[config.mk]
export PLATFORM = sky130hd
export DESIGN_NAME = fifo_sync_flags
export DESIGN_NICKNAME = d
export VERILOG_FILES = /design/src/rtl/fifo_pkg.sv /design/src/rtl/fifo_sync_mem.sv /design/src/rtl/fifo_sync_flags.sv
export SDC_FILE = /design/constraint.sdc
export NUM_CORES = 1
export LEC_CHECK = 0
export BUFFER_PORTS_ARGS = -buffer_cell sky130_fd_sc_hd__buf_2
export CAP_MARGIN = 5
export CORE_ASPECT_RATIO = 1.4
export CORE_MARGIN = 3
export CORE_UTILIZATION = 61
export DETAILED_ROUTE_END_ITERATION = 16
export PLACE_DENSITY = 0.79
export SKIP_LAST_GASP = 1
export SYNTH_ARGS = -nofsm -noshare
export SYNTH_HDL_FRONTEND = slang
export SYNTH_SLANG_ARGS = --single-unit
export TNS_END_PERCENT = 50
[constraint.sdc]
create_clock -name clk -period 3 [get_ports clk]
set_input_delay 0.6 -clock clk [delete_from_list [all_inputs] [get_ports clk]]
set_output_delay 0.6 -clock clk [all_outputs]
set_load 0.005 [all_outputs]
[src/rtl/fifo_pkg.sv]
`default_nettype none
// ============================================================================
// Module      : fifo_pkg (package)
// Description : Shared constants for the synchronous flagged FIFO: default
//               data and address widths, and the DEPTH derivation from the
//               address width.
// Contents    : DEF_WIDTH, DEF_ADD_WIDTH, depth_of()
// Revision    : 1.0 - initial release
// ============================================================================
package fifo_pkg;

  localparam int DEF_WIDTH     = 8;
  localparam int DEF_ADD_WIDTH = 4;

  // Number of words addressable by an address of width aw.
  function automatic int depth_of(input int aw);
    return 1 << aw;
  endfunction

endpackage : fifo_pkg
`default_nettype wire

[src/rtl/fifo_sync_mem.sv]
`default_nettype none
// ============================================================================
// Module      : fifo_sync_mem
// Description : Word storage for fifo_sync_flags. The array is written
//               synchronously and is read through a registered port, so
//               the read data appears one clock after the read request.
//               The array itself is not reset. Only the read register is.
// Ports       : clk      - clock, rising edge
//               rstN     - asynchronous active-low reset (read register only)
//               we_i     - write enable
//               waddr_i  - write address
//               wdata_i  - write data
//               re_i     - read enable; rdata_o holds when low
//               raddr_i  - read address
//               rdata_o  - registered read data
// Revision    : 1.0 - initial release
// ============================================================================
module fifo_sync_mem
  import fifo_pkg::*;
#(
  parameter int width     = DEF_WIDTH,
  parameter int add_width = DEF_ADD_WIDTH
) (
  input  logic                 clk,
  input  logic                 rstN,
  input  logic                 we_i,
  input  logic [add_width-1:0] waddr_i,
  input  logic [width-1:0]     wdata_i,
  input  logic                 re_i,
  input  logic [add_width-1:0] raddr_i,
  output logic [width-1:0]     rdata_o
);

  localparam int DEPTH = depth_of(add_width);

  logic [width-1:0] mem_q [DEPTH];
  logic [width-1:0] rdata_q;

  always_ff @(posedge clk) begin
    if (we_i) begin
      mem_q[waddr_i] <= wdata_i;
    end
  end

  always_ff @(posedge clk or negedge rstN) begin
    if (!rstN) begin
      rdata_q <= '0;
    end else if (re_i) begin
      rdata_q <= mem_q[raddr_i];
    end
  end

  assign rdata_o = rdata_q;

endmodule : fifo_sync_mem
`default_nettype wire

[src/rtl/fifo_sync_flags.sv]
`default_nettype none
// ============================================================================
// Module      : fifo_sync_flags
// Description : Single-clock FIFO with registered read data and active-low
//               full, empty, almost-full and almost-empty flags, plus an
//               occupancy count. Pointers carry an extra wrap bit, so full
//               and empty are decoded from the pointers alone.
// Ports       : clk           - clock, rising edge
//               rstN          - asynchronous active-low reset
//               clr           - synchronous flush (priority over W_EN/R_EN)
//               f_in          - write data
//               W_EN / R_EN   - write / read requests
//               f_out         - read data, one clock after an accepted read
//               fullN         - low when count == DEPTH
//               emptyN        - low when count == 0
//               almost_fullN  - low when count >= af_level
//               almost_emptyN - low when count <= ae_level
//               count         - occupancy 0..DEPTH
//               ovf_err       - sticky: write rejected at full (FIFO_ERR_EN)
//               unf_err       - sticky: read rejected at empty (FIFO_ERR_EN)
// Config      : define FIFO_ERR_EN to add the ovf_err/unf_err outputs
// Revision    : 1.0 - initial release
// ============================================================================
module fifo_sync_flags
  import fifo_pkg::*;
#(
  parameter int width     = DEF_WIDTH,
  parameter int add_width = DEF_ADD_WIDTH,
  parameter int af_level  = depth_of(add_width) - 2,
  parameter int ae_level  = 2
) (
  input  logic                 clk,
  input  logic                 rstN,
  input  logic                 clr,
  input  logic [width-1:0]     f_in,
  input  logic                 W_EN,
  input  logic                 R_EN,
  output logic [width-1:0]     f_out,
  output logic                 fullN,
  output logic                 emptyN,
  output logic                 almost_fullN,
  output logic                 almost_emptyN,
  output logic [add_width:0]   count
`ifdef FIFO_ERR_EN
  ,
  output logic                 ovf_err,
  output logic                 unf_err
`endif
);

  localparam logic [add_width:0] C_ONE = (add_width+1)'(1);
  localparam logic [add_width:0] C_AF  = (add_width+1)'(af_level);
  localparam logic [add_width:0] C_AE  = (add_width+1)'(ae_level);

  logic [add_width:0] wr_ptr_q, wr_ptr_d;
  logic [add_width:0] rd_ptr_q, rd_ptr_d;
  logic [add_width:0] count_q,  count_d;
  logic               wr_acc, rd_acc;
  logic               full, empty;

  // Full: same slot, opposite lap. Empty: identical pointers.
  assign full  = (wr_ptr_q[add_width] != rd_ptr_q[add_width]) &&
                 (wr_ptr_q[add_width-1:0] == rd_ptr_q[add_width-1:0]);
  assign empty = (wr_ptr_q == rd_ptr_q);

  assign wr_acc = W_EN && !full;
  assign rd_acc = R_EN && !empty;

  always_comb begin
    wr_ptr_d = wr_ptr_q;
    rd_ptr_d = rd_ptr_q;
    count_d  = count_q;
    if (clr) begin
      wr_ptr_d = '0;
      rd_ptr_d = '0;
      count_d  = '0;
    end else begin
      if (wr_acc) wr_ptr_d = wr_ptr_q + C_ONE;
      if (rd_acc) rd_ptr_d = rd_ptr_q + C_ONE;
      case ({wr_acc, rd_acc})
        2'b10:   count_d = count_q + C_ONE;
        2'b01:   count_d = count_q - C_ONE;
        default: count_d = count_q;
      endcase
    end
  end

  always_ff @(posedge clk or negedge rstN) begin
    if (!rstN) begin
      wr_ptr_q <= '0;
      rd_ptr_q <= '0;
      count_q  <= '0;
    end else begin
      wr_ptr_q <= wr_ptr_d;
      rd_ptr_q <= rd_ptr_d;
      count_q  <= count_d;
    end
  end

  // A flush must leave memory and f_out untouched, so it gates both ports.
  fifo_sync_mem #(
    .width     (width),
    .add_width (add_width)
  ) u_mem (
    .clk     (clk),
    .rstN    (rstN),
    .we_i    (wr_acc && !clr),
    .waddr_i (wr_ptr_q[add_width-1:0]),
    .wdata_i (f_in),
    .re_i    (rd_acc && !clr),
    .raddr_i (rd_ptr_q[add_width-1:0]),
    .rdata_o (f_out)
  );

  assign fullN         = !full;
  assign emptyN        = !empty;
  assign almost_fullN  = !(count_q >= C_AF);
  assign almost_emptyN = !(count_q <= C_AE);
  assign count         = count_q;

`ifdef FIFO_ERR_EN
  logic ovf_q, unf_q;

  always_ff @(posedge clk or negedge rstN) begin
    if (!rstN) begin
      ovf_q <= 1'b0;
      unf_q <= 1'b0;
    end else if (clr) begin
      ovf_q <= 1'b0;
      unf_q <= 1'b0;
    end else begin
      if (W_EN && full)  ovf_q <= 1'b1;
      if (R_EN && empty) unf_q <= 1'b1;
    end
  end

  assign ovf_err = ovf_q;
  assign unf_err = unf_q;
`endif

endmodule : fifo_sync_flags
`default_nettype wire

**Yosys cells after proc, flatten, opt, wreduce, memory -nomap -nowiden**

Memories as Yosys holds them, arrays and structs flattened. A register that Yosys moved wholly into a read port is not among the register bits.
Cells that the tools add are included.

- Bits in registers: 15
- RAM bits: 128
- Bits of input ports: 13
- Output and inout port bits: 17
- Memories: 1

Memory list:

| name | words | bits a word | read ports | clocked after memory_dff | wr ports | RTL line | source |
|---|---|---|---|---|---|---|---|
| u_mem.mem_q | 16 | 8 | 1 | 1 | 1 | fifo_sync_mem.sv:36 | `logic [width-1:0] mem_q [DEPTH];` |

- Add/sub/neg operators: 4
- $lt $le $gt $ge: 2
- Eq/ne operators: 5
- Mux-type cells: 8
- Reductions and logical operators: 14

Operator list:

| kind | count |
|---|---|
| $mux W5 | 5 |
| $add A5 B1 Y5 const B | 3 |
| $pmux W5 S2 | 1 |
| $logic_not A1 Y1 | 6 |
| $eq A5 B5 Y1 | 1 |
| $ge A5 B4 Y1 const B | 1 |
| $le A5 B2 Y1 const B | 1 |
| $logic_and A1 B1 Y1 | 5 |
| $sub A5 B1 Y5 const B | 1 |
| $eq A4 B4 Y1 | 1 |
| $reduce_bool A2 Y1 | 2 |
| $reduce_bool A3 Y1 | 1 |
| $eq A2 B1 Y1 const B | 1 |
| $eq A2 B2 Y1 const B | 1 |
| $mux W1 | 2 |
| $ne A1 B1 Y1 | 1 |

**Depth between registers and ports, before layout**

- Depth after elaboration: 7
- Gate-level depth with buffers: 12
- Gate-level depth less buffers: 11

**Modules after synthesis**

From an unflattened synthesis, not the netlist that was laid out.

- Cells, all modules: 351
- Area total of the unflattened synthesis: 6359.8 um2

Modules (own cells, without submodules):

| module | instances | cells each | area an instance (um2) |
|---|---|---|---|
| fifo_sync_mem | 1 | 240 | 5331.4 |
| fifo_sync_flags | 1 | 111 | 1028.5 |

**Least setup slack after synthesis**

OpenSTA, ideal clock, no wires.

- Kind: register to register
- Start point: register rd_ptr_q[0]
- End point: register count_q[4] (netlist: count[4])
- Setup time: 128 ps
- Arrival: 2552 ps
- Required time: 2872 ps
- Setup slack: 320 ps
- Stages on the path, launching flop included: 13
- Period minus slack after synthesis: 2680 ps
- Cells stage by stage: dfrtp_1 buf_6 xnor2_2 nand4_1 o21ai_1 a21o_1 inv_1 ha_1 nor2b_1 o21ai_0 nand2b_1 a32oi_1 mux2_1

- Longest elaborated chain between the ends: 7
- Elaborated cells between the ends (all ways): 12
- Those cells by class: eq/ne: 4; mux: 2; reduce/logical: 6

RTL lines:

| what | RTL line | source |
|---|---|---|
| start: declaration | fifo_sync_flags.sv:56 | `logic [add_width:0] rd_ptr_q, rd_ptr_d;` |
| start signal: assignment | fifo_sync_flags.sv:95 | `rd_ptr_q <= rd_ptr_d;` |
| $eq A4 B4 Y1 | fifo_sync_flags.sv:63 | `(wr_ptr_q[add_width-1:0] == rd_ptr_q[add_width-1:0]);` |
| $logic_and A1 B1 Y1 | fifo_sync_flags.sv:62 | `assign full = (wr_ptr_q[add_width] != rd_ptr_q[add_width]) &&` |
| $logic_not A1 Y1 | fifo_sync_flags.sv:66 | `assign wr_acc = W_EN && !full;` |
| $logic_and A1 B1 Y1 | fifo_sync_flags.sv:66 |  |
| $eq A2 B1 Y1 / $eq A2 B2 Y1 (equally long branches) | fifo_sync_flags.sv:80 | `case ({wr_acc, rd_acc})` |
| $pmux W5 S2 | fifo_sync_flags.sv:80 |  |
| $mux W5 | fifo_sync_flags.sv:73 | `if (clr) begin` |
| end signal: assignment | fifo_sync_flags.sv:96 | `count_q <= count_d;` |
| end: declaration | fifo_sync_flags.sv:57 | `logic [add_width:0] count_q, count_d;` |

Parallel ways exist; a longest one is shown, timed or not.
A chain may end at the register's enable or synchronous reset.

**Final worst setup path**

- Start point: register wr_ptr_q[0]
- End point: register count_q[4] (netlist: count[4])

- Longest elaborated chain between the ends: 7
- Elaborated cells between the ends (all ways): 12
- Those cells by class: eq/ne: 4; mux: 2; reduce/logical: 6

RTL lines:

| what | RTL line | source |
|---|---|---|
| start: declaration | fifo_sync_flags.sv:55 | `logic [add_width:0] wr_ptr_q, wr_ptr_d;` |
| start signal: assignment | fifo_sync_flags.sv:94 | `wr_ptr_q <= wr_ptr_d;` |
| $eq A4 B4 Y1 | fifo_sync_flags.sv:63 |  |
| $logic_and A1 B1 Y1 | fifo_sync_flags.sv:62 |  |
| $logic_not A1 Y1 | fifo_sync_flags.sv:66 |  |
| $logic_and A1 B1 Y1 | fifo_sync_flags.sv:66 |  |
| $eq A2 B1 Y1 / $eq A2 B2 Y1 (equally long branches) | fifo_sync_flags.sv:80 |  |
| $pmux W5 S2 | fifo_sync_flags.sv:80 |  |
| $mux W5 | fifo_sync_flags.sv:73 |  |

Parallel ways exist; a longest one is shown, timed or not.

==> out/qor.csv <==
metric;value;unit
post-synthesis simple-gate area fraction;5.72;%
hold_buf cts;0;
R2R Path End;count[4];
Top FF cell, synth;edfxtp_1;
port bufs;29;
Critical Path End Type;flip-flop;
Clock Skew;4.43;ps
Post-CTS Resized;0;
1st-iter DRT viols;334;
pre-CTS worst setup slack;251;ps
CP Class;flip-flop to flip-flop;
crit path max fanout;6;
die height;128;um
GRT Total Usage;24.5;%
status;complete, no violations;
DR vias;3755;
# clock sinks;151;
clock buffer depth;2;
wire length on met3;869;um
CTS buffer count;17;
Sum Neg Setup Slack;0;ps
Net Count, Synth;431;
kind of cell adding the most delay to the critical path;compound AO/OA/AOI/OAI gates;
Period minus WS final;2760;ps
GPL Wtd Cong;0.802;
antenna-violating nets left;0;
remaining global-route overflow;0;
worst path arrival time;3050;ps
Synth cell types;43;
Final period util;91.9;%
row cnt;43;
adder-cell area share of the yosys netlist;1.86;%
Worst VDD drop;0.560;mV
worst skew pair latency;410;ps
vias in the first global route;3906;
Syn Area/Cell;15.8;um2
post-synth top area share;59.6;%
reg2reg setup slack;240;ps
RSZ-0062 raised after global routing;no;
Seq/Total Area, Yosys;68.5;%
Final WS setup;242;ps
cell with the most instances after synthesis;edfxtp_1;
Ant. Diodes;0;
asr flop ratio synth;15.2;%
Slew Viols, Final;0;
xor/xnor share of the synthesized area;2.87;%
worst reg-to-reg path cell count;11;
Root Driver;clkbuf_16;
Initial Util;63.8;%
Final Setup Violations;0;
wire length on met2;6980;um
Final Hold Fails;0;
Slew @ Worst Pin;668;ps
Worst-path clk slew;60;ps
crit-path max cell delay;470;ps
CTS tree;built;
CP max-delay cell;dfrtp_1;
post-layout net count;480;
synth cell count leaders;edfxtp_1 (128), mux2i_1 (35), nor2_1 (34);
Die Span X;92.9;um
crit path cell chain;xnor2_2 > nand4_1 > o21ai_1 > a21o_1 > inv_1 > ha_1 > nor2b_1 > o21ai_0 > nand2b_1 > a32oi_1 > mux2_1;
layout cells sized above 1;23.6;%
Leak;2.57;nW
vias per cell;6.20;
EDFF count, synth;128;
first-pass GRT wire length;21100;um
Wirelength per Cell;22.1;um
cell count after synthesis;409;
main combinational cell family by area after synthesis;multiplexers;
pin count of the biggest net entering global routing;44;
synth warn;0;
Final Non-Filler Cells;606;
Synth Area in Compound Gates;6.46;%
Seq cells post-synth;151;
Hold WC Path Type;input port to async pin;
overall power;5.37;mW
synthesized area;6450;um2
Synth area leaders;edfxtp_1 (60%), dfrtp_1 (8.9%), mux4_2 (5.9%);
Max Used Layer;met4;
Syn-to-layout area delta;14.7;%
Worst slew margin;55.5;%
DRT Wirelength;13400;um
postcts setup bufs;0;
initial antenna violation count;0;
mux share of post-synthesis cell area;11.9;%
WP data required;3290;ps
I/O Pins;30;
CP Launch Type;flip-flop;
Power Density;725;nW/um2
RR Startpoint;wr_ptr_q[0];
Worst Path Buf+Inv;1;
H-tree depth;4;
filler cell count;627;
hpwl dp;8450;um
Synth area leader;edfxtp_1;
first-pass iteration count of the detailed router;5;
Maximum Capacitance Violations;0;
# DRC;0;
max frequency;363;MHz
DRT met1 WL;4990;um
number of cells on the critical path;11;
placed cell count;574;
die area;11900;um2
core area;10100;um2
-- metrics by stage --
stage | hold slack, ps | util, % | instance area [um2]
after floorplan | 304 | - | 6450
after global placement | 510 | 67.3 | 6810
after detailed placement | 533 | 67.3 | 6810
after CTS | 166 | 73.2 | 7400
after global routing | 185 | 73.2 | 7400
final | 157 | 73.2 | 7400
-- cell families after synthesis --
kind of cell | count (synthesis)
multiplexers | 55
AND/OR/NAND/NOR | 80
XOR/XNOR | 16
adder cells (fa/ha/maj) | 9
buffers and inverters | 33
flip-flops | 151
AO/OA/AOI/OAI | 65
-- layer usage --
layer / global-route usage [%] / vias to the layer above
met5: 0 / -
met4: 12.5 / 0
met3: 5.23 / 38
met2: 40.5 / 178
met1: 30.6 / 1880
li1: - / 1659
-- worst max-delay path by stage --
stage                start  endpoint  slack [ps]
2_1_floorplan  rd_ptr_q[0]  count[4]         320
3_3_place_gp   wr_ptr_q[0]  count[4]         410
3_5_place_dp   wr_ptr_q[0]  count[4]         250
4_1_cts        wr_ptr_q[0]  count[4]         230
5_1_grt        wr_ptr_q[0]  count[4]          40
6_report       wr_ptr_q[0]  count[4]         240
-- state kept, by name, summed over array words and instances (netlist names) --
signal,cells
rd_ptr_q,5
wr_ptr_q,5
u_mem.rdata_o,8
count,5
u_mem.mem_q,128
-- report_power, final --
group | total (mW) | switching (mW) | internal [mW]
Sequential | 2.44 | 0.0668 | 2.37
Combinational | 0.831 | 0.467 | 0.364
Clock | 2.10 | 0.798 | 1.30
-- area by class of cell --
type	count	area, um2	share of cell area (%)
Timing Repair Buffer	53	325	4.40
Inverter	10	37.5	0.507
Clock buffer	19	433	5.85
Sequential cell	151	4420	59.7
Clock inverter	13	156	2.11
Multi-Input combinational cell	225	1860	25.1
Tap cell	135	169	2.28
-- cell usage in the layout (no fill, tap or decap), types with 6 or more instances in the layout --
| cell | synthesis | layout |
|---|---|---|
| dfrtp_1 | 23 | 22 |
| buf_4 | 1 | 24 |
| a22oi_1 | 15 | 15 |
| nand2_1 | 18 | 18 |
| mux4_2 | 17 | 17 |
| a31oi_1 | 10 | 10 |
| clkbuf_16 | 0 | 17 |
| a21oi_1 | 23 | 23 |
| buf_2 | 8 | 29 |
| inv_1 | 10 | 10 |
| mux2i_1 | 35 | 35 |
| edfxtp_1 | 128 | 128 |
| xnor2_1 | 6 | 6 |
| ha_1 | 8 | 8 |
| nor2_1 | 34 | 34 |
(Power assumes the default switching activity.)
